<file path="src/rtl/iomem_buttons_pkg.sv">
// Shared definitions for the iomem button peripheral.
//   - Register offsets (iomem_addr[3:0]) for STATE / EVENT / IRQ_EN
//   - Default address-decode byte (iomem_addr[31:24])
//   - Decoded bus request struct used by the top-level register logic
package iomem_buttons_pkg;

    localparam logic [3:0] REG_STATE  = 4'h0;
    localparam logic [3:0] REG_EVENT  = 4'h4;
    localparam logic [3:0] REG_IRQ_EN = 4'h8;

    localparam logic [7:0] BASE_HI_DEFAULT = 8'h04;

    // One decoded iomem access, built combinationally from the bus pins.
    typedef struct packed {
        logic       sel;   // access is addressed to us and not yet acknowledged
        logic       wr;    // wstrb[0]: only the low byte lane is significant
        logic [3:0] off;   // register offset
    } bus_req_t;

endpackage

</file>
<file path="src/rtl/iomem_buttons_if.sv">
// picosoc iomem bus bundle.
//   master: drives valid/wstrb/addr/wdata, receives ready/rdata
//   slave : receives valid/wstrb/addr/wdata, drives ready/rdata
// iomem_wstrb == 0 means read; iomem_rdata is only meaningful while
// iomem_ready is high.
interface iomem_buttons_if;

    logic        iomem_valid;
    logic        iomem_ready;
    logic [3:0]  iomem_wstrb;
    logic [31:0] iomem_addr;
    logic [31:0] iomem_wdata;
    logic [31:0] iomem_rdata;

    modport master (
        output iomem_valid, iomem_wstrb, iomem_addr, iomem_wdata,
        input  iomem_ready, iomem_rdata
    );

    modport slave (
        input  iomem_valid, iomem_wstrb, iomem_addr, iomem_wdata,
        output iomem_ready, iomem_rdata
    );

endinterface

</file>
<file path="src/rtl/iomem_buttons_debounce.sv">
// Single button channel: 2-flop synchroniser, polarity correction and a
// stable-level debouncer.
//   clk, resetn : clock, asynchronous active-low reset
//   pin_i       : raw asynchronous button pin
//   pressed_o   : debounced state, 1 = pressed
//   rise_o      : combinational, high in the cycle whose closing edge takes
//                 pressed_o from 0 to 1 (lines up with the pressed_o update)
// A new level is accepted after DEBOUNCE_CYCLES consecutive cycles in which
// the synchronised level differs from pressed_o; any return to the old level
// restarts the count. Clean-edge latency pin -> pressed_o is 2+DEBOUNCE_CYCLES.
module button_debounce #(
    parameter int DEBOUNCE_CYCLES = 120000,
    parameter bit ACTIVE_LOW      = 1'b1
) (
    input  logic clk,
    input  logic resetn,
    input  logic pin_i,
    output logic pressed_o,
    output logic rise_o
);

    localparam int            CW       = $clog2(DEBOUNCE_CYCLES);
    localparam logic [CW-1:0] CNT_LAST = CW'(DEBOUNCE_CYCLES - 1);
    // Synchroniser resets to the level an idle (released) pin sits at, so
    // coming out of reset never looks like a press.
    localparam logic          IDLE_LVL = ACTIVE_LOW;

    logic          meta_q;
    logic          sync_q;
    logic          pressed_q, pressed_d;
    logic [CW-1:0] cnt_q, cnt_d;

    logic sync_pressed;
    logic differ;
    logic accept;

    assign sync_pressed = sync_q ^ ACTIVE_LOW;
    assign differ       = sync_pressed != pressed_q;
    assign accept       = differ && (cnt_q == CNT_LAST);

    always_comb begin
        pressed_d = pressed_q;
        cnt_d     = cnt_q;
        if (!differ || accept) begin
            cnt_d = '0;
        end else begin
            // cnt_q < CNT_LAST here, so this never wraps
            cnt_d = cnt_q + CW'(1);
        end
        if (accept) begin
            pressed_d = ~pressed_q;
        end
    end

    always_ff @(posedge clk or negedge resetn) begin
        if (!resetn) begin
            meta_q    <= IDLE_LVL;
            sync_q    <= IDLE_LVL;
            pressed_q <= 1'b0;
            cnt_q     <= '0;
        end else begin
            meta_q    <= pin_i;
            sync_q    <= meta_q;
            pressed_q <= pressed_d;
            cnt_q     <= cnt_d;
        end
    end

    assign pressed_o = pressed_q;
    assign rise_o    = accept && !pressed_q;

endmodule

</file>
<file path="src/rtl/iomem_buttons.sv">
// Memory-mapped button peripheral on the picosoc iomem bus (0x04xx_xxxx).
//   clk, resetn : clock, asynchronous active-low reset
//   buttons     : raw button pins (NUM_BTN)
//   bus         : iomem slave port (valid/ready/wstrb/addr/wdata/rdata)
//   btn_pressed : debounced pressed state, 1 = pressed
//   irq         : registered level interrupt, |(EVENT & IRQ_EN)
// Registers (offset iomem_addr[3:0], bits above NUM_BTN read 0):
//   0x0 STATE  ro   debounced pressed state
//   0x4 EVENT  w1c  latched press events (wdata[NUM_BTN-1:0] when wstrb[0])
//   0x8 IRQ_EN rw   interrupt enable per button (written when wstrb[0])
//   0xC+       reads 0, writes ignored
// Each selected access completes with a one-cycle ready pulse on the next
// edge; rdata holds its value between accesses.
module iomem_buttons
    import iomem_buttons_pkg::*;
#(
    parameter int         NUM_BTN         = 4,
    parameter int         DEBOUNCE_CYCLES = 120000,
    parameter bit         ACTIVE_LOW      = 1'b1,
    parameter logic [7:0] BASE_HI         = BASE_HI_DEFAULT
) (
    input  logic                clk,
    input  logic                resetn,
    input  logic [NUM_BTN-1:0]  buttons,
    iomem_buttons_if.slave      bus,
    output logic [NUM_BTN-1:0]  btn_pressed,
    output logic                irq
);

    logic [NUM_BTN-1:0] rise;

    logic [NUM_BTN-1:0] event_q, event_d;
    logic [NUM_BTN-1:0] irq_en_q, irq_en_d;
    logic               ready_q, ready_d;
    logic [31:0]        rdata_q, rdata_d;
    logic               irq_q, irq_d;

    bus_req_t           req;
    logic [31:0]        rd_val;
    logic [NUM_BTN-1:0] w1c;

    // ---------------------------------------------------------------
    // Per-button channels
    // ---------------------------------------------------------------
    for (genvar i = 0; i < NUM_BTN; i++) begin : g_btn
        button_debounce #(
            .DEBOUNCE_CYCLES (DEBOUNCE_CYCLES),
            .ACTIVE_LOW      (ACTIVE_LOW)
        ) u_db (
            .clk       (clk),
            .resetn    (resetn),
            .pin_i     (buttons[i]),
            .pressed_o (btn_pressed[i]),
            .rise_o    (rise[i])
        );
    end

    // ---------------------------------------------------------------
    // Bus decode. Masking with !ready_q keeps a still-held valid from
    // being taken twice, so accesses complete at most every 2 cycles.
    // ---------------------------------------------------------------
    always_comb begin
        req.sel = bus.iomem_valid && !ready_q && (bus.iomem_addr[31:24] == BASE_HI);
        req.wr  = bus.iomem_wstrb[0];
        req.off = bus.iomem_addr[3:0];
    end

    // Read mux uses pre-edge register values (EVENT read sees the bits
    // before any W1C in the same access).
    always_comb begin
        rd_val = '0;
        case (req.off)
            REG_STATE:  rd_val[NUM_BTN-1:0] = btn_pressed;
            REG_EVENT:  rd_val[NUM_BTN-1:0] = event_q;
            REG_IRQ_EN: rd_val[NUM_BTN-1:0] = irq_en_q;
            default:    rd_val = '0;
        endcase
    end

    always_comb begin
        w1c      = '0;
        irq_en_d = irq_en_q;
        if (req.sel && req.wr) begin
            if (req.off == REG_EVENT) begin
                w1c = bus.iomem_wdata[NUM_BTN-1:0];
            end
            if (req.off == REG_IRQ_EN) begin
                irq_en_d = bus.iomem_wdata[NUM_BTN-1:0];
            end
        end
        // Clear first, then OR in new presses: a press landing on the same
        // edge as its own W1C survives.
        event_d = (event_q & ~w1c) | rise;
        ready_d = req.sel;
        rdata_d = req.sel ? rd_val : rdata_q;
        irq_d   = |(event_q & irq_en_q);
    end

    always_ff @(posedge clk or negedge resetn) begin
        if (!resetn) begin
            event_q  <= '0;
            irq_en_q <= '0;
            ready_q  <= 1'b0;
            rdata_q  <= '0;
            irq_q    <= 1'b0;
        end else begin
            event_q  <= event_d;
            irq_en_q <= irq_en_d;
            ready_q  <= ready_d;
            rdata_q  <= rdata_d;
            irq_q    <= irq_d;
        end
    end

    assign bus.iomem_ready = ready_q;
    assign bus.iomem_rdata = rdata_q;
    assign irq             = irq_q;

    // Address bits between the decode byte and the offset, the upper byte
    // lanes and the unused data bits carry no meaning for this block.
    logic unused_bus;
    assign unused_bus = ^{bus.iomem_addr[23:4], bus.iomem_wstrb[3:1],
                          bus.iomem_wdata[31:NUM_BTN]};

endmodule

</file>
<file path="src/flat_wrapper.sv">
// flat-port wrapper written by rule: the top's interface ports become plain ports
module iomem_buttons_flat import iomem_buttons_pkg::*;
#(
    parameter int         NUM_BTN         = 4,
    parameter int         DEBOUNCE_CYCLES = 120000,
    parameter bit         ACTIVE_LOW      = 1'b1,
    parameter logic [7:0] BASE_HI         = BASE_HI_DEFAULT
)
  (clk, resetn, buttons, btn_pressed, irq, bus_iomem_valid, bus_iomem_wstrb, bus_iomem_addr, bus_iomem_wdata, bus_iomem_ready, bus_iomem_rdata);
  iomem_buttons_if bus_i ();
  input  logic clk;
  input  logic resetn;
  input  logic [NUM_BTN-1:0] buttons;
  output logic [NUM_BTN-1:0] btn_pressed;
  output logic irq;
  input wire logic [$bits(bus_i.iomem_valid)-1:0] bus_iomem_valid;
  input wire logic [$bits(bus_i.iomem_wstrb)-1:0] bus_iomem_wstrb;
  input wire logic [$bits(bus_i.iomem_addr)-1:0] bus_iomem_addr;
  input wire logic [$bits(bus_i.iomem_wdata)-1:0] bus_iomem_wdata;
  output wire logic [$bits(bus_i.iomem_ready)-1:0] bus_iomem_ready;
  output wire logic [$bits(bus_i.iomem_rdata)-1:0] bus_iomem_rdata;
  assign bus_i.iomem_valid = bus_iomem_valid;
  assign bus_i.iomem_wstrb = bus_iomem_wstrb;
  assign bus_i.iomem_addr = bus_iomem_addr;
  assign bus_i.iomem_wdata = bus_iomem_wdata;
  assign bus_iomem_ready = bus_i.iomem_ready;
  assign bus_iomem_rdata = bus_i.iomem_rdata;
  iomem_buttons #(.NUM_BTN(NUM_BTN), .DEBOUNCE_CYCLES(DEBOUNCE_CYCLES), .ACTIVE_LOW(ACTIVE_LOW), .BASE_HI(BASE_HI)) u_core (.clk(clk), .resetn(resetn), .buttons(buttons), .bus(bus_i), .btn_pressed(btn_pressed), .irq(irq));
endmodule
</file>
<file path="config.mk">
export PLATFORM = sky130hd
export DESIGN_NAME = iomem_buttons_flat
export DESIGN_NICKNAME = d
export VERILOG_FILES = /design/src/rtl/iomem_buttons_pkg.sv /design/src/rtl/iomem_buttons_if.sv /design/src/rtl/iomem_buttons_debounce.sv /design/src/rtl/iomem_buttons.sv /design/src/flat_wrapper.sv
export SDC_FILE = /design/constraint.sdc
export NUM_CORES = 1
export LEC_CHECK = 0
export BUFFER_PORTS_ARGS = -buffer_cell sky130_fd_sc_hd__buf_2
export CORE_MARGIN = 2
export CORE_UTILIZATION = 50
export CTS_BUF_LIST = sky130_fd_sc_hd__clkbuf_8
export CTS_CLUSTER_DIAMETER = 50
export CTS_CLUSTER_SIZE = 10
export DETAILED_ROUTE_END_ITERATION = 6
export GPL_TIMING_DRIVEN = 0
export PLACE_DENSITY = 0.84
export REMOVE_ABC_BUFFERS = 1
export SYNTH_ARGS = -nofsm -noshare
export SYNTH_HDL_FRONTEND = slang
export SYNTH_SLANG_ARGS = --single-unit
</file>
<file path="constraint.sdc">
create_clock -name clk -period 2.1 [get_ports clk]
set_input_delay 0.42 -clock clk [delete_from_list [all_inputs] [get_ports clk]]
set_output_delay 0.42 -clock clk [all_outputs]
set_load 0.01 [all_outputs]
</file>
==> out/qor.csv, run 1 <==
stage,metric,value,unit
critical_path,cp-end-kind,register,
timing,fin_skew,0.0108,ns
critical_path,cp_slowest_cell,dfrtp_1,
placement,dpl.cell_count,625,
pwr,leakagePower,2.20,nW
job,max-cap-violations,0,
logic_synthesis,async_reset_ff_share,100,%
final_layout,fin_nets,590,
critical_path,path_max_fanout,9,
logic_synthesis,ys.warnings.count,0,
hold_path,hold_class,in2async,
critical_path,worstRegToRegCells,6,
global_route,antenna_found_initial,0,
critical_path,cp_cell_sequence,"ha_1, and3_1, nand4_1, o41ai_4, buf_4, nor2_1",
placement,gp_congestion,0.865,
detailed_routing,drtAntennaViolNets,0,
pwr,power.internal,2.45,mW
cts,clock_path_buffers,2,
critical_path,r2r-start,u_core.g_btn[1].u_db.cnt_q[0],
logic_synthesis,syn_area_per_cell,10.0,µm²
pwr,seqPwrFrac,57.5,%
critical_path,r2r-end,u_core.g_btn[1].u_db.cnt_q[4],
pwr,netSwitchingPower,798,µW
final_layout,layout_common_cells,"86 x dfrtp_1, 63 x nor2_1, 33 x xnor2_1, 32 x nand3_1, 32 x buf_2",
outcome,failed_checks,negative hold slack,
logic_synthesis,yosysSeqAreaShare,49.5,%
final_layout,final_area,5190,µm²
detailed_routing,wire_per_inst,14.3,µm
timing,setup_violations,0,
critical_path,ff2ff_setup_slack,0.13,ns
logic_synthesis,netlist.top_cell.by_area,dfrtp_1,
final_layout,diodes,0,
floorplan,start_util,51.6,%
critical_path,path_class,reg2reg,
logic_synthesis,synth-edff-count,0,
timing,worstMarginPinSlew,0.750,ns
final_layout,syn_to_final_growth,8.84,%
timing,period_minus_slack,1.97,ns
floorplan,die_area,10300,µm²
detailed_routing,via_count,3461,
placement,placed_area,4940,µm²
final_layout,final_util,56.2,%
timing,rsz0062_at_grt,no,
placement,dp_hpwl,6.53,mm
detailed_routing,avgViaCountPerCell,5.37,
timing,max_clock_freq,0.509,GHz
critical_path,cp.arrival,2.21,ns
critical_path,cp-start-kind,register,
pwr,p_comb_share,5.5,%
global_route,grt_pass1_vias,3292,
outcome,status,"complete, but fails checks",
pwr,switching_share,24.5,%
critical_path,slowest_delay,0.39,ns
floorplan,core,9240,µm²
logic_synthesis,ys_types,42,
detailed_routing,drt_pre_antenna_iters,5,
floorplan,die_h,102,µm
cts,root_buffer,clkbuf_8,
final_layout,drive_above_1_share,15.3,%
timing,fin_crit_sh,93.6,%
cts,cts_hold_buffers,0,
global_route,grt_pass1_wl,15.5,mm
cts,clk_latency,0.36,ns
global_route,grt_overflow,0,
floorplan,die_width,102,µm
global_route,track_usage,19.0,%
timing,whs,-0.0104,ns
timing,hold_violations,2,
pwr,peakVddDrop,297,µV
floorplan,io_pins,113,
cts,cts-buffers-inserted,9,
detailed_routing,drt_iter0_drc,178,
cts,cts.clk_slew.worst_paths,0.10,ns
final_layout,final_common_cell,dfrtp_1,
logic_synthesis,synthFlopType,dfrtp_1,
detailed_routing,wl,9.24,mm
critical_path,required,2.35,ns
cts,cts_tree,done,
timing,final_max_slew_viol_count,0,
floorplan,fp-row-count,35,
global_route,grt_max_degree,61,
final_layout,stdcell_count,645,
detailed_routing,drcViolationCount,0,
logic_synthesis,netlist_area,4770,µm²
cts,cts_sinks,94,
pwr,power_density,626,nW/µm²
timing,slew_headroom,49.3,%
logic_synthesis,synth.top_cell.area_share,45.1,%
pwr,power,3.25,mW
logic_synthesis,synth_cells,476,
placement,port_buffers,33,
pwr,clkPwrFrac,37.0,%
logic_synthesis,synth-seq-cells,94,
logic_synthesis,synthTopCellsByArea,"dfrtp_1 45%, xnor2_1 6.1%, buf_4 5.0%, nor2_1 5.0%, dfstp_2 4.4%",
cts,htreeDepth,3,
## metrics by stage
step / TNS, ns / hold slack, ns / setup slack [ns]
floorplan: 0 / 0.124 / 0.259
global route: 0 / 0.0109 / 0.00703
detailed placement: -2.32 / 0.347 / -0.251
finish: 0 / -0.0104 / 0.135
global placement: -18.51 / 0.346 / -0.211
CTS: 0 / 0.000703 / 0.111
## routing by layer
metal | global-route usage (%) | wire length [µm] | vias to the layer above
met5 | 0 | 0 | -
met4 | 4.89 | 121 | 0
met3 | 4.35 | 347 | 9
met2 | 32.7 | 4740 | 86
met1 | 24.4 | 4040 | 1689
li1 | - | - | 1677
## power groups by stage
stage                     clock, mW  combinational [mW]  sequential (mW)
final                          1.20               0.179             1.87
after global routing           1.31               0.204             1.88
after CTS                      1.23               0.180             1.87
after detailed placement          0               0.173             1.91
after global placement            0               0.159             1.90
after floorplan                   0              0.0840             1.90
## worst max-delay path by stage
stage	start	endpoint	slack [ns]	depth (start not counted)
2_1_floorplan	bus_iomem_addr[27]	u_core.irq_en_q[0]	0.26	4
4_1_cts	bus_iomem_addr[27]	u_core.irq_en_q[3]	0.11	5
3_5_place_dp	bus_iomem_addr[25]	u_core.irq_en_q[1]	-0.25	5
6_report	u_core.g_btn[1].u_db.cnt_q[0]	u_core.g_btn[1].u_db.cnt_q[4]	0.13	6
3_3_place_gp	resetn	u_core.g_btn[0].u_db.cnt_q[11]	-0.21	1
5_1_grt	u_core.g_btn[1].u_db.cnt_q[0]	u_core.g_btn[1].u_db.cnt_q[15]	0.007	6
## worst max-delay path: cells and delay by family, from the launching register on
family / cells / cell delay (ns)
flops: 1 / 0.39
compound gates: 1 / 0.36
simple gates: 3 / 0.66
buf+inv: 1 / 0.22
fa+ha+maj: 1 / 0.23
## cell usage after synthesis, types with 10 or more instances
master / n
dfrtp_1: 86
nand2_1: 32
xor2_1: 19
and3_1: 10
o21ai_0: 15
nand3_1: 32
xnor2_1: 33
inv_1: 12
nand4_1: 20
buf_4: 32
a21oi_1: 12
nor2_1: 63
nor3_1: 10
## cell families after synthesis
family	Yosys count	synth area share, %
simple gates	216	23.7
compound gates	46	6.79
flops	94	49.5
mux	10	2.20
other cells	1	0.0786
xor+xnor	52	9.54
fa+ha+maj	4	1.05
buf+inv	53	7.11
## timing repair
item | CTS | global route
endpoints found under the setup margin | 40 | 6
buffers inserted | 4 | 0
cloned | 0 | 0
pin swaps | 2 | 0
gates resized for setup | 2 | 4
## state kept, by name (all words and copies together), names as in the netlist
register / cells
u_core.g_btn.u_db.cnt_q: 68
u_core.bus.iomem_rdata: 4
u_core.event_q: 4
u_core.g_btn.u_db.meta_q: 4
u_core.g_btn.u_db.pressed_o: 4
u_core.g_btn.u_db.sync_q: 4
u_core.irq_en_q: 4
u_core.bus.iomem_ready: 1
u_core.irq: 1
## layout make-up
cell class | instances | area (µm²)
fill | 748 | 4050
sequential | 94 | 2360
multi-input combinational | 356 | 2200
timing repair buffer | 38 | 225
tap | 129 | 161
clock buffer | 9 | 124
clock inverter | 7 | 72.6
inverter | 12 | 45.0
Note: power is estimated with default switching activity, not from simulation.
==> run 2, diff against run 1 <==
--- a/config.mk
+++ b/config.mk
@@ -6,10 +6,10 @@
 export NUM_CORES = 1
 export LEC_CHECK = 0
 export BUFFER_PORTS_ARGS = -buffer_cell sky130_fd_sc_hd__buf_2
+export CORE_ASPECT_RATIO = 1.75
 export CORE_MARGIN = 2
 export CORE_UTILIZATION = 50
 export CTS_BUF_LIST = sky130_fd_sc_hd__clkbuf_8
-export CTS_CLUSTER_DIAMETER = 50
 export CTS_CLUSTER_SIZE = 10
 export DETAILED_ROUTE_END_ITERATION = 6
 export GPL_TIMING_DRIVEN = 0
@@ -17,4 +17,5 @@
 export REMOVE_ABC_BUFFERS = 1
 export SYNTH_ARGS = -nofsm -noshare
 export SYNTH_HDL_FRONTEND = slang
+export SYNTH_HIERARCHICAL = 1
 export SYNTH_SLANG_ARGS = --single-unit
==> run 2 against run 1 <==
Effect of this change:
- clock skew about the same
- die area up 1.6%
- the run now ends clean
- non-clock buffer count down 4
- largest power group unchanged
- combinational power about the same
- critical path depth down 3
==> out/qor.csv, run 2 <==
stage,metric,value,unit,change
global_route,grt_max_degree,57,,was 61
logic_synthesis,syn_area_per_cell,10.1,µm²,was 10.0 µm²
detailed_routing,met3_length,428,µm,was 347 µm
logic_synthesis,ys.warnings.count,6,,was 0
timing,rsz0062_at_grt,no,,unchanged
cts,root_buffer,clkbuf_8,,unchanged
critical_path,slowest_delay,0.63,ns,was 0.39 ns
timing,period_minus_slack,1.90,ns,was 1.97 ns
detailed_routing,drt_pre_antenna_iters,4,,was 5
logic_synthesis,netlist.top_cell.by_area,dfrtp_1,,unchanged
floorplan,die_width,78.4,µm,was 102 µm
timing,max_clock_freq,0.526,GHz,was 0.509 GHz
global_route,track_usage,19.0,%,about the same
critical_path,cp-end-kind,register,,unchanged
final_layout,diodes,0,,unchanged
logic_synthesis,synthTopCellsByArea,"dfrtp_1 44%, nor2_1 5.9%, xor2_1 5.8%, buf_4 4.3%, dfstp_2 4.3%",,"was dfrtp_1 45%, xnor2_1 6.1%, buf_4 5.0%, nor2_1 5.0%, dfstp_2 4.4%"
final_layout,fin_nets,592,,was 590
hold_path,hold_class,in2async,,unchanged
logic_synthesis,synthMostInstantiatedCell,dfrtp_1,,unchanged
logic_synthesis,synthFlopType,dfrtp_1,,unchanged
pwr,leakagePower,2.34,nW,was 2.20 nW
final_layout,final_util,55.2,%,was 56.2%
detailed_routing,drcViolationCount,0,,unchanged
timing,fin_skew,0.0110,ns,was 0.0108 ns
cts,cts_hold_buffers,0,,unchanged
pwr,power,3.28,mW,was 3.25 mW
critical_path,crit_family,simple AND/OR/NAND/NOR gates,,unchanged
floorplan,die_h,134,µm,was 102 µm
final_layout,final_common_cell,dfrtp_1,,unchanged
global_route,grt_pass1_wl,15.9,mm,was 15.5 mm
detailed_routing,dr.max_layer_used,met4,,unchanged
logic_synthesis,yosysSeqAreaShare,48.8,%,was 49.5%
detailed_routing,wl_met1,3.85,mm,was 4.04 mm
final_layout,seq_area,2360,µm²,unchanged
final_layout,syn_to_final_growth,7.99,%,was 8.84%
critical_path,cp-start-kind,register,,unchanged
detailed_routing,wl,9.25,mm,was 9.24 mm
logic_synthesis,netlist_area,4840,µm²,was 4770 µm²
critical_path,cp_cell_sequence,"or4b_4, or3_4, o41ai_1",,"was ha_1, and3_1, nand4_1, o41ai_4, buf_4, nor2_1"
timing,fin_crit_sh,90.6,%,was 93.6%
final_layout,drive_above_1_share,16.4,%,was 15.3%
timing,hold_violations,0,,was 2
floorplan,io_pins,113,,unchanged
detailed_routing,via_count,3546,,was 3461
critical_path,path_max_fanout,7,,was 9
floorplan,start_util,51.1,%,was 51.6%
placement,dp_hpwl,6.69,mm,was 6.53 mm
final_layout,fillers,828,,was 748
pwr,power_density,628,nW/µm²,was 626 nW/µm²
critical_path,cp_slowest_cell,or4b_4,,was dfrtp_1
cts,clk_latency,0.36,ns,about the same
pwr,peakVddDrop,483,µV,was 297 µV
placement,gp_congestion,0.859,,was 0.865
final_layout,multi_input_area,2240,µm²,was 2200 µm²
final_layout,largest_reg_flops,68,,unchanged
detailed_routing,drtAntennaViolNets,0,,unchanged
floorplan,fp-row-count,47,,was 35
timing,whs,0.0156,ns,was -0.0104 ns
final_layout,stdcell_count,640,,was 645
detailed_routing,wl_met2,4.76,mm,was 4.74 mm
cts,cts.clk_slew.worst_paths,0.09,ns,was 0.10 ns
cts,clock_path_buffers,2,,unchanged
cts,htreeDepth,3,,unchanged
critical_path,path_class,reg2reg,,unchanged
detailed_routing,wire_per_inst,14.5,µm,was 14.3 µm
logic_synthesis,synth-seq-cells,94,,unchanged
global_route,antenna_found_initial,0,,unchanged
cts,cts_sinks,94,,unchanged
logic_synthesis,synth-edff-count,0,,unchanged
outcome,status,"finished, final reports clean",,"was complete, but fails checks"
job,max-cap-violations,0,,unchanged
global_route,grt_overflow,0,,unchanged
timing,worstMarginPinSlew,0.553,ns,was 0.750 ns
timing,setup_violations,0,,unchanged
final_layout,layout_common_cells,"86 x dfrtp_1, 76 x nor2_1, 32 x buf_2, 32 x nand3_1, 32 x xor2_1",,"was 86 x dfrtp_1, 63 x nor2_1, 33 x xnor2_1, 32 x nand3_1, 32 x buf_2"
detailed_routing,avgViaCountPerCell,5.54,,was 5.37
placement,port_buffers,33,,unchanged
logic_synthesis,ys_types,47,,was 42
floorplan,die_area,10500,µm²,was 10300 µm²
timing,final_max_slew_viol_count,0,,unchanged
placement,dpl.cell_count,624,,was 625
critical_path,required,2.34,ns,was 2.35 ns
cts,cts_tree,done,,unchanged
logic_synthesis,synth.top_cell.area_share,44.5,%,was 45.1%
logic_synthesis,synth_commonest_cells,"86 x dfrtp_1, 76 x nor2_1, 32 x nand3_1, 32 x xor2_1, 28 x buf_4",,"was 86 x dfrtp_1, 63 x nor2_1, 33 x xnor2_1"
logic_synthesis,synth_cells,481,,was 476
timing,slew_headroom,62.8,%,was 49.3%
detailed_routing,drt_iter0_drc,191,,was 178
critical_path,path_buf_inv,0,,was 1
cts,cts-buffers-inserted,9,,unchanged
final_layout,top_register,u_core/g_btn.u_db/cnt_q,,was u_core.g_btn.u_db.cnt_q
global_route,grt_pass1_vias,3467,,was 3292
critical_path,cp.arrival,2.14,ns,was 2.21 ns
logic_synthesis,async_reset_ff_share,100,%,unchanged
floorplan,core,9470,µm²,was 9240 µm²
## run 2: cell count changes after synthesis, sizes merged, moves of 5 or more
cell   change
inv        +5
xnor2      -9
nor2      +13
and3       +6
nor4       +5
xor2      +13
o21ai     -11
nand2     -19
## run 2: final cells by class
type	count	area share, %
clock inverter	5	1.10
clock buffer	11	2.90
inverter	17	1.22
sequential	94	45.2
timing repair buffer	34	3.74
tap	122	2.92
multi-input combinational	357	42.9
## run 2: what timing repair did
item,CTS,global route
resized for setup,0,1
setup endpoints to repair,0,5
setup buffers,0,0
## run 2: logic make-up (layout without fill, tap and decap cells)
group,after synthesis,count (layout),share of synthesized area [%]
other cells,1,28,0.0775
fa+ha+maj,4,4,1.03
flops,94,94,48.8
compound gates,38,38,5.30
buf+inv,57,67,7.01
simple gates,219,219,25.0
mux,12,12,2.61
xor+xnor,56,56,10.1
## run 2: routing by layer
layer	vias to the layer above	track usage, %
met5	-	0
met4	0	8.67
met3	17	4.37
met2	103	32.2
met1	1728	22.8
li1	1698	-
## run 2: worst register-to-register path: stages, from the launching register on
cell,delay [ns]
dfrtp_1,0.39
or4b_4,0.63
or3_4,0.39
o41ai_1,0.37
## run 2: worst paths after layout
path,slack [ns],startpoint,to,cells after the start
max,0.20,u_core/bus.iomem_ready,u_core/bus.iomem_rdata[3],3
max in group asynchronous,1.38,resetn,u_core/g_btn[3].u_db/meta_q,2
min,0.02,resetn,u_core/g_btn[1].u_db/cnt_q[9],1
max reg2reg,0.20,u_core/bus.iomem_ready,u_core/bus.iomem_rdata[3],3
min reg2reg,0.36,u_core/g_btn[0].u_db/meta_q,u_core/g_btn[0].u_db/sync_q,0
min in group clk,0.16,buttons[0],u_core/g_btn[0].u_db/meta_q,1
## run 2: where the power goes
group	switching (mW)	leakage (nW)	total, mW	internal (mW)
logic	0.123	0.992	0.180	0.0574
clock network	0.616	0.0976	1.23	0.613
registers	0.0277	1.25	1.87	1.84
total	0.766	2.34	3.28	2.51
## run 2: stage by stage
| step | cell area (µm²) | TNS [ns] | setup WS [ns] |
|---|---|---|---|
| 2_1_floorplan | 4660 | 0 | 0.172 |
| 3_3_place_gp | 4980 | -17.69 | -0.208 |
| 3_5_place_dp | 5010 | -0.403 | -0.105 |
| 4_1_cts | 5220 | 0 | 0.0227 |
| 5_1_grt | 5230 | 0 | 0.0685 |
| 6_report | 5230 | 0 | 0.198 |
==> run 3, diff against run 2 <==
--- a/config.mk
+++ b/config.mk
@@ -14,6 +14,7 @@
 export DETAILED_ROUTE_END_ITERATION = 6
 export GPL_TIMING_DRIVEN = 0
 export PLACE_DENSITY = 0.84
+export RECOVER_POWER = 25
 export REMOVE_ABC_BUFFERS = 1
 export SYNTH_ARGS = -nofsm -noshare
 export SYNTH_HDL_FRONTEND = slang
==> run 3 against run 2 <==
Effect of this change:
- utilization down 0.26 points
- maximum frequency shrank 0.38%
- clock-buffer cell count unchanged
- first-iteration DRC count increased by 6.8%
- clock power hardly changed
- clock skew rose by 0.00054 ns
- critical path type unchanged
==> out/qor.csv, run 3 (synthesized netlist as in run 2, its figures left out) <==
stage,metric,value,unit,change
pwr,seqPwrFrac,57.1,%,was 57.0%
critical_path,crit_family,simple AND/OR/NAND/NOR gates,,unchanged
floorplan,die_area,10500,µm²,unchanged
timing,slew_headroom,38.4,%,was 62.8%
detailed_routing,via_count,3541,,was 3546
final_layout,top_register,u_core/g_btn.u_db/cnt_q,,unchanged
cts,cts_tree,done,,unchanged
final_layout,seq_area,2360,µm²,unchanged
timing,setup_violations,0,,unchanged
detailed_routing,avgViaCountPerCell,5.53,,was 5.54
pwr,power.internal,2.51,mW,about the same
cts,cts.clk_slew.worst_paths,0.09,ns,about the same
outcome,status,"finished, final reports clean",,unchanged
critical_path,path_buf_inv,0,,unchanged
pwr,switching_share,23.5,%,was 23.4%
placement,dp_hpwl,6.69,mm,unchanged
pwr,peakVddDrop,483,µV,about the same
placement,placed_area,5010,µm²,unchanged
global_route,grt_max_degree,57,,unchanged
floorplan,io_pins,113,,unchanged
placement,gp_congestion,0.859,,unchanged
timing,rsz0062_at_grt,no,,unchanged
pwr,netSwitchingPower,770,µW,was 766 µW
timing,whs,0.144,ns,was 0.0156 ns
global_route,grt_pass1_vias,3467,,unchanged
critical_path,cp-end-kind,register,,unchanged
cts,cts_sinks,94,,unchanged
job,max-cap-violations,0,,unchanged
critical_path,cp_num_cells,3,,unchanged
critical_path,cp_slowest_cell,or4b_4,,unchanged
final_layout,fin_nets,592,,unchanged
global_route,track_usage,19.0,%,unchanged
cts,htreeDepth,3,,unchanged
pwr,power,3.28,mW,about the same
critical_path,slowest_delay,0.63,ns,about the same
detailed_routing,drt_pre_antenna_iters,4,,unchanged
detailed_routing,drcViolationCount,0,,unchanged
global_route,grt_overflow,0,,unchanged
timing,fin_skew,0.0115,ns,was 0.0110 ns
final_layout,layout_common_cells,"86 x dfrtp_1, 76 x nor2_1, 32 x nand3_1, 32 x xor2_1, 30 x buf_2",,"was 86 x dfrtp_1, 76 x nor2_1, 32 x buf_2, 32 x nand3_1, 32 x xor2_1"
floorplan,fp-row-count,47,,unchanged
timing,fin_crit_sh,90.9,%,was 90.6%
floorplan,die_h,134,µm,unchanged
critical_path,ff2ff_setup_slack,0.19,ns,was 0.20 ns
floorplan,die_width,78.4,µm,unchanged
final_layout,drive_above_1_share,16.0,%,was 16.4%
critical_path,required,2.34,ns,about the same
cts,clock_path_buffers,2,,unchanged
critical_path,cp.arrival,2.15,ns,was 2.14 ns
global_route,antenna_found_initial,0,,unchanged
timing,period_minus_slack,1.91,ns,was 1.90 ns
floorplan,core,9470,µm²,unchanged
timing,worstMarginPinSlew,0.925,ns,was 0.553 ns
final_layout,multi_input_area,2240,µm²,unchanged
cts,cts_hold_buffers,0,,unchanged
critical_path,path_max_fanout,7,,unchanged
critical_path,path_class,reg2reg,,unchanged
detailed_routing,drtAntennaViolNets,0,,unchanged
timing,final_max_slew_viol_count,0,,unchanged
hold_path,hold_class,in2reg,,was in2async
final_layout,diodes,0,,unchanged
placement,port_buffers,33,,unchanged
timing,hold_violations,0,,unchanged
pwr,p_comb_share,5.3,%,was 5.5%
pwr,power_density,630,nW/µm²,was 628 nW/µm²
final_layout,final_common_cell,dfrtp_1,,unchanged
placement,dpl.cell_count,624,,unchanged
final_layout,stdcell_count,640,,unchanged
critical_path,cp-start-kind,register,,unchanged
floorplan,start_util,51.1,%,unchanged
cts,root_buffer,clkbuf_8,,unchanged
pwr,leakagePower,2.33,nW,was 2.34 nW
final_layout,fillers,833,,was 828
hold_path,hold_depth,1,,
detailed_routing,drt_iter0_drc,204,,was 191
final_layout,largest_reg_flops,68,,unchanged
detailed_routing,wl,9.23,mm,was 9.25 mm
detailed_routing,wire_per_inst,14.4,µm,was 14.5 µm
global_route,grt_pass1_wl,15.9,mm,unchanged
timing,max_clock_freq,0.524,GHz,was 0.526 GHz
critical_path,worstRegToRegCells,3,,unchanged
critical_path,cp_cell_sequence,"or4b_4, or3_4, o41ai_1",,unchanged
pwr,clkPwrFrac,37.6,%,was 37.5%
final_layout,final_area,5200,µm²,was 5230 µm²
cts,cts-buffers-inserted,9,,unchanged
final_layout,syn_to_final_growth,7.47,%,was 7.99%
cts,clk_latency,0.36,ns,about the same
run 3: per-stage QoR:
step | setup slack (ns) | util, % | TNS [ns]
detailed placement | -0.105 | 52.9 | -0.403
floorplan | 0.172 | - | 0
finish | 0.190 | 54.9 | 0
global placement | -0.208 | 52.6 | -17.69
global route | 0.0685 | 54.9 | 0
CTS | 0.0227 | 55.1 | 0
run 3: final timing paths:
| kind | start | end |
|---|---|---|
| min reg2reg | u_core/g_btn[0].u_db/meta_q | u_core/g_btn[0].u_db/sync_q |
| min in group asynchronous | resetn | u_core/g_btn[1].u_db/cnt_q[9] |
| max | u_core/bus.iomem_ready | u_core/bus.iomem_rdata[3] |
| max in group asynchronous | resetn | u_core/g_btn[3].u_db/cnt_q[12] |
| min | buttons[2] | u_core/g_btn[2].u_db/meta_q |
| max reg2reg | u_core/bus.iomem_ready | u_core/bus.iomem_rdata[3] |
run 3: worst reg2reg max path: stages, from the launching register on:
cell     delay (ns)
dfrtp_1        0.39
or4b_4         0.63
or3_4          0.39
o41ai_1        0.38
run 3: what timing repair did:
item                       4_1_cts  5_1_grt
gates resized for setup          0        1
buffers inserted                 0        0
setup endpoints to repair        0        5
run 3: power groups by stage:
stage / clock network [mW] / logic [mW] / registers (mW)
after floorplan: 0 / 0.0906 / 1.90
after global placement: 0 / 0.169 / 1.90
after detailed placement: 0 / 0.181 / 1.91
after CTS: 1.28 / 0.182 / 1.87
after global routing: 1.36 / 0.197 / 1.88
final: 1.23 / 0.173 / 1.87
run 3: layout make-up:
class                      instances  share of cell area [%]
sequential                        94                    45.4
multi-input combinational        357                    43.1
timing repair buffer              34                    3.27
tap                              122                    2.94
clock buffer                      11                    2.91
inverter                          17                    1.23
clock inverter                     5                    1.11
run 3: routing by layer:
layer	up-vias	share of wire, %	global-route usage, %
met3	17	5.1	4.37
met1	1724	41	22.8
met5	-	0	0
li1	1698	-	-
met4	0	2.3	8.67
met2	102	51	32.2
